--- src/rtl/pc_branch_pkg.sv ---
// Shared types and constants for the fetch PC / branch resolution unit.
// The optional macro PC_BRANCH_PERF_EN enables the performance counters.
package pc_branch_pkg;

  typedef enum logic [0:0] {
    ST_RUN   = 1'b0,
    ST_FLUSH = 1'b1
  } state_e;

  localparam logic [2:0] F3_BEQ  = 3'b000;
  localparam logic [2:0] F3_BNE  = 3'b001;
  localparam logic [2:0] F3_BLT  = 3'b100;
  localparam logic [2:0] F3_BGE  = 3'b101;
  localparam logic [2:0] F3_BLTU = 3'b110;
  localparam logic [2:0] F3_BGEU = 3'b111;

  localparam logic [31:0] RESET_PC     = 32'h0000_0000;
  localparam int unsigned FLUSH_CYCLES = 2;
  localparam logic [31:0] PC_STEP      = 32'd4;

  // Counter preload so that FLUSH lasts FLUSH_CYCLES cycles (counts down to zero).
  localparam logic FLUSH_CNT_INIT = 1'(FLUSH_CYCLES - 1);

  function automatic logic [31:0] sat_inc(input logic [31:0] v);
    return (v == 32'hFFFF_FFFF) ? v : v + 32'd1;
  endfunction

endpackage

--- src/rtl/pc_branch_if.sv ---
// Execute-stage branch inputs and fetch-side outputs of pc_branch_unit.
// Counter outputs only carry live values when PC_BRANCH_PERF_EN is defined.
interface pc_branch_if;
  logic        stall;
  logic        br_valid;
  logic        jump;
  logic [2:0]  funct3;
  logic        BrEQ;
  logic        BrLT;
  logic [31:0] target;
  logic        BrUn;
  logic [31:0] pc;
  logic        flush;
  logic        taken;
  logic        misalign;
  logic        illegal_br;
  logic [31:0] br_cnt;
  logic [31:0] taken_cnt;

  modport master (
    output stall, br_valid, jump, funct3, BrEQ, BrLT, target,
    input  BrUn, pc, flush, taken, misalign, illegal_br, br_cnt, taken_cnt
  );

  modport slave (
    input  stall, br_valid, jump, funct3, BrEQ, BrLT, target,
    output BrUn, pc, flush, taken, misalign, illegal_br, br_cnt, taken_cnt
  );
endinterface

--- src/rtl/pc_branch_unit_decide.sv ---
// branch_decide: combinational taken/illegal decision from funct3 and comparator flags.
// A jump always wins and never reports an illegal branch encoding.
module branch_decide
  import pc_branch_pkg::*;
(
  input  logic [2:0] funct3,
  input  logic       br_valid,
  input  logic       jump,
  input  logic       BrEQ,
  input  logic       BrLT,
  output logic       taken,
  output logic       illegal
);

  logic cond_s;
  logic bad_f3_s;

  // Branch condition per funct3 encoding.
  always_comb begin
    cond_s   = 1'b0;
    bad_f3_s = 1'b0;
    case (funct3)
      F3_BEQ:           cond_s = BrEQ;
      F3_BNE:           cond_s = ~BrEQ;
      F3_BLT, F3_BLTU:  cond_s = BrLT;
      F3_BGE, F3_BGEU:  cond_s = ~BrLT;
      default: begin
        cond_s   = 1'b0;
        bad_f3_s = 1'b1;
      end
    endcase
  end

  // Qualify the condition with what is actually present in execute.
  always_comb begin
    taken   = 1'b0;
    illegal = 1'b0;
    if (jump) begin
      taken   = 1'b1;
      illegal = 1'b0;
    end else if (br_valid) begin
      taken   = cond_s;
      illegal = bad_f3_s;
    end else begin
      taken   = 1'b0;
      illegal = 1'b0;
    end
  end

endmodule

--- src/rtl/pc_branch_unit.sv ---
// Fetch PC register with branch redirect and two-cycle flush FSM.
// Define PC_BRANCH_PERF_EN to build the saturating br_cnt/taken_cnt counters.
module pc_branch_unit
  import pc_branch_pkg::*;
(
  input  logic         clk,
  input  logic         rst_n,
  pc_branch_if.slave   bus
);

  state_e      state_r, state_nxt_s;
  logic        cnt_r, cnt_nxt_s;
  logic [31:0] pc_r, pc_nxt_s;
  logic        taken_r, taken_nxt_s;
  logic        flush_r;
  logic        misalign_r, misalign_nxt_s;
  logic        illegal_r, illegal_nxt_s;
  logic        dec_taken_s;
  logic        dec_illegal_s;

  branch_decide u_decide (
    .funct3   (bus.funct3),
    .br_valid (bus.br_valid),
    .jump     (bus.jump),
    .BrEQ     (bus.BrEQ),
    .BrLT     (bus.BrLT),
    .taken    (dec_taken_s),
    .illegal  (dec_illegal_s)
  );

  // Next-state, next-PC and pulse generation.
  always_comb begin
    state_nxt_s    = state_r;
    cnt_nxt_s      = cnt_r;
    pc_nxt_s       = pc_r;
    taken_nxt_s    = taken_r;
    misalign_nxt_s = 1'b0;
    illegal_nxt_s  = 1'b0;
    case (state_r)
      ST_RUN: begin
        if (!bus.stall) begin
          illegal_nxt_s = dec_illegal_s;
          if (dec_taken_s) begin
            pc_nxt_s       = {bus.target[31:1], 1'b0};
            taken_nxt_s    = 1'b1;
            misalign_nxt_s = bus.target[1];
            state_nxt_s    = ST_FLUSH;
            cnt_nxt_s      = FLUSH_CNT_INIT;
          end else begin
            pc_nxt_s    = pc_r + PC_STEP;
            taken_nxt_s = 1'b0;
          end
        end else begin
          pc_nxt_s    = pc_r;
          taken_nxt_s = taken_r;
        end
      end
      ST_FLUSH: begin
        // The flush length is fixed in cycles, so the counter ignores stall.
        cnt_nxt_s = cnt_r - 1'b1;
        if (cnt_r == 1'b0) begin
          state_nxt_s = ST_RUN;
        end else begin
          state_nxt_s = ST_FLUSH;
        end
        if (!bus.stall) begin
          pc_nxt_s = pc_r + PC_STEP;
        end else begin
          pc_nxt_s = pc_r;
        end
      end
      default: begin
        state_nxt_s = ST_RUN;
        cnt_nxt_s   = 1'b0;
      end
    endcase
  end

  // State, PC and registered status outputs.
  always_ff @(posedge clk or negedge rst_n) begin
    if (!rst_n) begin
      state_r    <= ST_RUN;
      cnt_r      <= 1'b0;
      pc_r       <= RESET_PC;
      taken_r    <= 1'b0;
      flush_r    <= 1'b0;
      misalign_r <= 1'b0;
      illegal_r  <= 1'b0;
    end else begin
      state_r    <= state_nxt_s;
      cnt_r      <= cnt_nxt_s;
      pc_r       <= pc_nxt_s;
      taken_r    <= taken_nxt_s;
      flush_r    <= (state_nxt_s == ST_FLUSH);
      misalign_r <= misalign_nxt_s;
      illegal_r  <= illegal_nxt_s;
    end
  end

`ifdef PC_BRANCH_PERF_EN
  logic [31:0] br_cnt_r;
  logic [31:0] taken_cnt_r;
  logic        resolve_s;
  logic        redirect_s;

  assign resolve_s  = (state_r == ST_RUN) & ~bus.stall & (bus.br_valid | bus.jump);
  assign redirect_s = (state_r == ST_RUN) & ~bus.stall & dec_taken_s;

  // Saturating resolution and redirect counters.
  always_ff @(posedge clk or negedge rst_n) begin
    if (!rst_n) begin
      br_cnt_r    <= 32'd0;
      taken_cnt_r <= 32'd0;
    end else begin
      if (resolve_s) begin
        br_cnt_r <= sat_inc(br_cnt_r);
      end else begin
        br_cnt_r <= br_cnt_r;
      end
      if (redirect_s) begin
        taken_cnt_r <= sat_inc(taken_cnt_r);
      end else begin
        taken_cnt_r <= taken_cnt_r;
      end
    end
  end

  assign bus.br_cnt    = br_cnt_r;
  assign bus.taken_cnt = taken_cnt_r;
`else
  assign bus.br_cnt    = 32'd0;
  assign bus.taken_cnt = 32'd0;
`endif

  assign bus.BrUn       = bus.funct3[2] & bus.funct3[1];
  assign bus.pc         = pc_r;
  assign bus.flush      = flush_r;
  assign bus.taken      = taken_r;
  assign bus.misalign   = misalign_r;
  assign bus.illegal_br = illegal_r;

endmodule

--- src/flat_wrapper.sv ---
// flat-port wrapper written by rule: the top's interface ports become plain ports
module pc_branch_unit_flat import pc_branch_pkg::*;
  (clk, rst_n, bus_stall, bus_br_valid, bus_jump, bus_funct3, bus_BrEQ, bus_BrLT, bus_target, bus_BrUn, bus_pc, bus_flush, bus_taken, bus_misalign, bus_illegal_br, bus_br_cnt, bus_taken_cnt);
  pc_branch_if bus_i ();
  input  logic clk;
  input  logic rst_n;
  input wire logic [$bits(bus_i.stall)-1:0] bus_stall;
  input wire logic [$bits(bus_i.br_valid)-1:0] bus_br_valid;
  input wire logic [$bits(bus_i.jump)-1:0] bus_jump;
  input wire logic [$bits(bus_i.funct3)-1:0] bus_funct3;
  input wire logic [$bits(bus_i.BrEQ)-1:0] bus_BrEQ;
  input wire logic [$bits(bus_i.BrLT)-1:0] bus_BrLT;
  input wire logic [$bits(bus_i.target)-1:0] bus_target;
  output wire logic [$bits(bus_i.BrUn)-1:0] bus_BrUn;
  output wire logic [$bits(bus_i.pc)-1:0] bus_pc;
  output wire logic [$bits(bus_i.flush)-1:0] bus_flush;
  output wire logic [$bits(bus_i.taken)-1:0] bus_taken;
  output wire logic [$bits(bus_i.misalign)-1:0] bus_misalign;
  output wire logic [$bits(bus_i.illegal_br)-1:0] bus_illegal_br;
  output wire logic [$bits(bus_i.br_cnt)-1:0] bus_br_cnt;
  output wire logic [$bits(bus_i.taken_cnt)-1:0] bus_taken_cnt;
  assign bus_i.stall = bus_stall;
  assign bus_i.br_valid = bus_br_valid;
  assign bus_i.jump = bus_jump;
  assign bus_i.funct3 = bus_funct3;
  assign bus_i.BrEQ = bus_BrEQ;
  assign bus_i.BrLT = bus_BrLT;
  assign bus_i.target = bus_target;
  assign bus_BrUn = bus_i.BrUn;
  assign bus_pc = bus_i.pc;
  assign bus_flush = bus_i.flush;
  assign bus_taken = bus_i.taken;
  assign bus_misalign = bus_i.misalign;
  assign bus_illegal_br = bus_i.illegal_br;
  assign bus_br_cnt = bus_i.br_cnt;
  assign bus_taken_cnt = bus_i.taken_cnt;
  pc_branch_unit u_core (.clk(clk), .rst_n(rst_n), .bus(bus_i));
endmodule
--- config.mk ---
export PLATFORM = sky130hd
export DESIGN_NAME = pc_branch_unit_flat
export DESIGN_NICKNAME = d
export VERILOG_FILES = /design/src/rtl/pc_branch_pkg.sv /design/src/rtl/pc_branch_if.sv /design/src/rtl/pc_branch_unit_decide.sv /design/src/rtl/pc_branch_unit.sv /design/src/flat_wrapper.sv
export SDC_FILE = /design/constraint.sdc
export NUM_CORES = 1
export LEC_CHECK = 0
export ABC_AREA = 1
export CAP_MARGIN = 20
export CORE_ASPECT_RATIO = 0.75
export CORE_MARGIN = 8
export CORE_UTILIZATION = 46
export CTS_CLUSTER_DIAMETER = 40
export DETAILED_ROUTE_END_ITERATION = 8
export PLACE_DENSITY = 0.91
export SYNTH_ARGS = -nofsm -noshare
export SYNTH_HDL_FRONTEND = slang
export SYNTH_SLANG_ARGS = --single-unit
--- constraint.sdc ---
create_clock -name clk -period 4.3 [get_ports clk]
set_input_delay 1.075 -clock clk [delete_from_list [all_inputs] [get_ports clk]]
set_output_delay 1.075 -clock clk [all_outputs]
set_load 0.02 [all_outputs]
# == Yosys cells after proc, flatten, opt, wreduce, memory -nomap -nowiden ==
# Cells that the tools add are included.
# totals
ff_bits,37
input_bits,42
elab_cells,50
# classes
add_sub_neg,2
eq_ne,8
n_mux,22
n_bitwise,5
reduce_logical,7
# op_table
operator,count
$mux W32,3
$pmux W32 S2,1
$add A32 B3 Y32 const B,1
$mux W1,15
$eq A3 B3 Y1 const B,4
$reduce_and A2 Y1,3
$reduce_or A6 Y1,1
$ne A2 B2 Y1 const B,2
$not A1 Y1,4
$pmux W1 S2,2
$pmux W1 S4,1
$reduce_or A2 Y1,2
$eq A3 B1 Y1 const B,1
$logic_not A3 Y1,1
$ne A2 B1 Y1 const B,1
$and A1 B1 Y1,1
$sub A1 B1 Y1 const B,1

# == Depth between registers and ports, before layout ==
# logic_depth
word_depth,8
depth_mapped,12
mapped_depth_nobuf,11

# == Cells and area by module ==
# Synthesis repeated with hierarchy kept, for this count alone.
# hier_totals
hier_cells,482
area_unflattened_um2,3072.9
# modules_own_cells
module,instances,cells_per_inst,area_per_inst_um2,seq_area_each_um2
pc_branch_unit,1,466,3009.1,900.9
branch_decide,1,16,63.8,0.0

# == Worst setup path after synthesis ==
# OpenSTA, ideal clock, no wires.
# synth_timing
kind,in2out
from,input bus_funct3[1]
to,output bus_BrUn
t_arrival_ns,1.244
t_required_ns,3.225
slack_ns,1.981
cell_stages,2
cell_sequence,nand2_1 > inv_1
# synth_between
elab_chain_len,1
# synth_rtl
element,line_no,rtl
"start, declared",flat_wrapper.sv:10,input wire logic [$bits(bus_i.funct3)-1:0] bus_funct3;
$and A1 B1 Y1,pc_branch_unit.sv:135,assign bus.BrUn = bus.funct3[2] & bus.funct3[1];
"end, declared",flat_wrapper.sv:14,output wire logic [$bits(bus_i.BrUn)-1:0] bus_BrUn;
# No other way between the ends.

# == Worst setup path in the final report ==
# layout_timing
from,input bus_funct3[2]
to,output bus_BrUn
# The elaborated chain is that of the path after synthesis.

==> qor.csv <==
stage;metric;value;unit
die;num_rows;26;
outcome;status;finished, final reports clean;
routing;post_drt_wl_per_cell;14.0;µm
place;gp_congestion;0.937;
worst_setup_path;start_kind;input port;
yosys;synth_top_area_cell;dfrtp_1;
pwr;cellPowerDensity;501;nW/µm²
pwr;p_leak;2.01;nW
layout;fin_nets;609;
yosys;synth_top_flop_cell;dfrtp_1;
pwr;power;2.00;mW
global_route;grt_pass1_wl;14300;µm
layout;n_antenna_cell;0;
yosys;synth_edf_count;0;
place;dp_slack;0.890;ns
yosys;avgSynthCellArea;6.62;µm²
yosys;synthArstFlopShare;1.00;
yosys;syn-cell-area;3260;µm²
routing;detail-route-antenna-nets;0;
clocking;clock_latency;0.30;ns
worst_setup_path;crit_path_end_kind;primary output;
sta;layout_setup_ws;0.877;ns
layout;final_area;3980;µm²
layout;fin_util;0.583;
clocking;root_buffer;clkbuf_8;
global_route;grt_pass1_vias;2994;
die;initial_core_util;0.477;
worst_setup_path;slowest_delay;0.60;ns
yosys;yosys.area.top_type_share;0.276;
routing;routed_wl;9130;µm
global_route;grt_start_max_net_pins;36;
clocking;cts-resized-gates;0;
sta;slew_violations;0;
clocking;cts_made_buffers;5;
layout;area_delta_synth_final;22.2;%
clocking;path_clk_slew;0.08;ns
sta;rsz0062_at_grt;false;
sta;tns;0;ns
die;core;6830;µm²
pwr;vdd.ir_drop.worst;0.314;mV
sta;finalClockSkew;0.00757;ns
worst_setup_path;crit_chain;clkdlybuf4s50_1 > nand2_1 > inv_1 > clkdlybuf4s50_1;
sta;finalCritPeriodShare;0.796;
routing;drt-vias-per-instance;4.74;
global_route;overflow;0;
run;cap_violations;0;
place;io_buffer_count;76;
sta;finalCriticalPeriod;3.42;ns
yosys;synth_top_cells_by_count;nand2_1 (163), buf_4 (67), nand3_1 (53), inv_1 (50), dfrtp_1 (36);
place;place_hpwl;7070;µm
min_path;min_path_type;reg -> reg;
sta;whs;0.505;ns
routing;vias;3085;
global_route;grt_use_total;0.175;
sta;max_freq;292;MHz
sta;hold_viol;0;
die;dieArea;10100;µm²
worst_setup_path;path_class;in -> out;
layout;drive_gt1_frac;0.0547;
worst_setup_path;crit_required;3.22;ns
worst_setup_path;crit_buf_inv;3;
clocking;clk_path_buf_depth;2;
die;fp.dieW;113;µm
clocking;cts-hold-fix-buffers;0;
routing;drt_pre_antenna_iters;4;
sta;tightestPinTransition;0.673;ns
routing;drcViolationCount;0;
layout;instances_no_fill;651;
clocking;cts_tree;done;
worst_setup_path;worstPathArrival;2.35;ns
yosys;ys_top_cells_by_area;dfrtp_1 (28%), nand2_1 (19%), buf_4 (15%);
sta;slew_headroom;0.550;
die;die_y;88.9;µm
clocking;htree_num_levels;2;
worst_setup_path;crit_top_cell;clkdlybuf4s50_1;
yosys;synth_seq_area_share;0.276;
place;placed_cells;642;
yosys;ys_types;30;
clocking;cts.sinks;36;
place;placed_area;3860;µm²
clocking;post_cts_buffers;0;
yosys;ys_seq_elements;36;
worst_setup_path;crit_family;buffers and inverters;
yosys;yosys.cell_count.top_type;nand2_1;
worst_setup_path;crit_fanout;4;
sta;setup_violations;0;
die;num_io_pins;143;
routing;drt-initial-drc-count;205;
yosys;synth_cells;492;
global_route;antenna_found_initial;0;
yosys;synth_warnings;0;
worst_setup_path;cp_slowest_cell;clkdlybuf4s50_1;
layout make-up:
cell class	instances	area [µm²]
Clock buffer	5	68.8
Clock inverter	3	42.5
Fill cell	656	2850
Inverter	52	195
Multi-Input combinational cell	389	1840
Sequential cell	36	901
Tap cell	84	105
Timing Repair Buffer	82	833
worst paths after layout:
kind,from,depth (start not counted),end,slack (ns)
max,bus_funct3[2],4,bus_BrUn,0.88
min,u_core.bus.pc[1]$_DFFE_PN0P_,2,u_core.bus.pc[1]$_DFFE_PN0P_,0.50
max reg2reg,u_core.state_r$_DFF_PN0_,6,u_core.bus.pc[31]$_DFFE_PN0P_,2.35
min reg2reg,u_core.bus.pc[1]$_DFFE_PN0P_,2,u_core.bus.pc[1]$_DFFE_PN0P_,0.50
max in group asynchronous,rst_n,3,u_core.bus.pc[10]$_DFFE_PN0P_,2.51
min in group asynchronous,rst_n,1,u_core.bus.pc[24]$_DFFE_PN0P_,1.14
sequential cells by signal, summed over array words and instances, names as in the netlist:
| register | flops |
|---|---|
| u_core.bus.illegal_br | 1 |
| u_core.bus.misalign | 1 |
| u_core.bus.pc | 31 |
| u_core.bus.taken | 1 |
| u_core.cnt_r | 1 |
| u_core.state_r | 1 |
routing by layer:
metal / vias to the layer above / track usage / share of wire
li1: 1540 / - / -
met1: 1451 / 0.200 / 0.42
met2: 81 / 0.322 / 0.52
met3: 13 / 0.0398 / 0.053
met4: 0 / 0.0554 / 0.014
met5: - / 0 / 0
tightest hold or removal path: cells and delay by family, from the launching register on:
family,cells,cell delay (ns)
AOI/OAI and AO/OA,1,0.06
DFF,1,0.36
and+or+nand+nor,1,0.05
cells in the final DEF, fill, tap and decap left out, drive strengths merged:
cell | Yosys | routed
nand2 | 167 | 167
and2 | 2 | 2
o21bai | 3 | 3
clkinvlp | 0 | 1
clkinv | 2 | 3
clkdlybuf4s50 | 0 | 76
ha | 1 | 1
nor2 | 43 | 43
nor4 | 1 | 1
xor2 | 8 | 8
buf | 71 | 6
inv | 50 | 50
nand4 | 3 | 3
dfrtp | 36 | 36
nand3b | 20 | 20
a21oi | 3 | 3
nand3 | 56 | 56
conb | 1 | 65
clkbuf | 8 | 5
bufinv | 0 | 1
o21ai | 10 | 10
xnor2 | 5 | 5
nor3 | 2 | 2
cells by family (layout without fill, tap and decap cells):
group,count (synthesis),in the layout,synth area share
buf+inv,131,142,0.233
xor+xnor,13,13,0.0349
other cells,1,65,0.00115
simple gates,294,294,0.423
fa+ha+maj,1,1,0.00384
flops,36,36,0.276
compound gates,16,16,0.0269
power by group:
part / internal (mW) / switching, mW / leakage, nW / total (mW)
clock: 0.172 / 0.137 / 0.0541 / 0.308
sequential: 0.458 / 0.183 / 0.438 / 0.640
combinational: 0.430 / 0.619 / 1.52 / 1.05
Power figures use the tool's default switching activity.
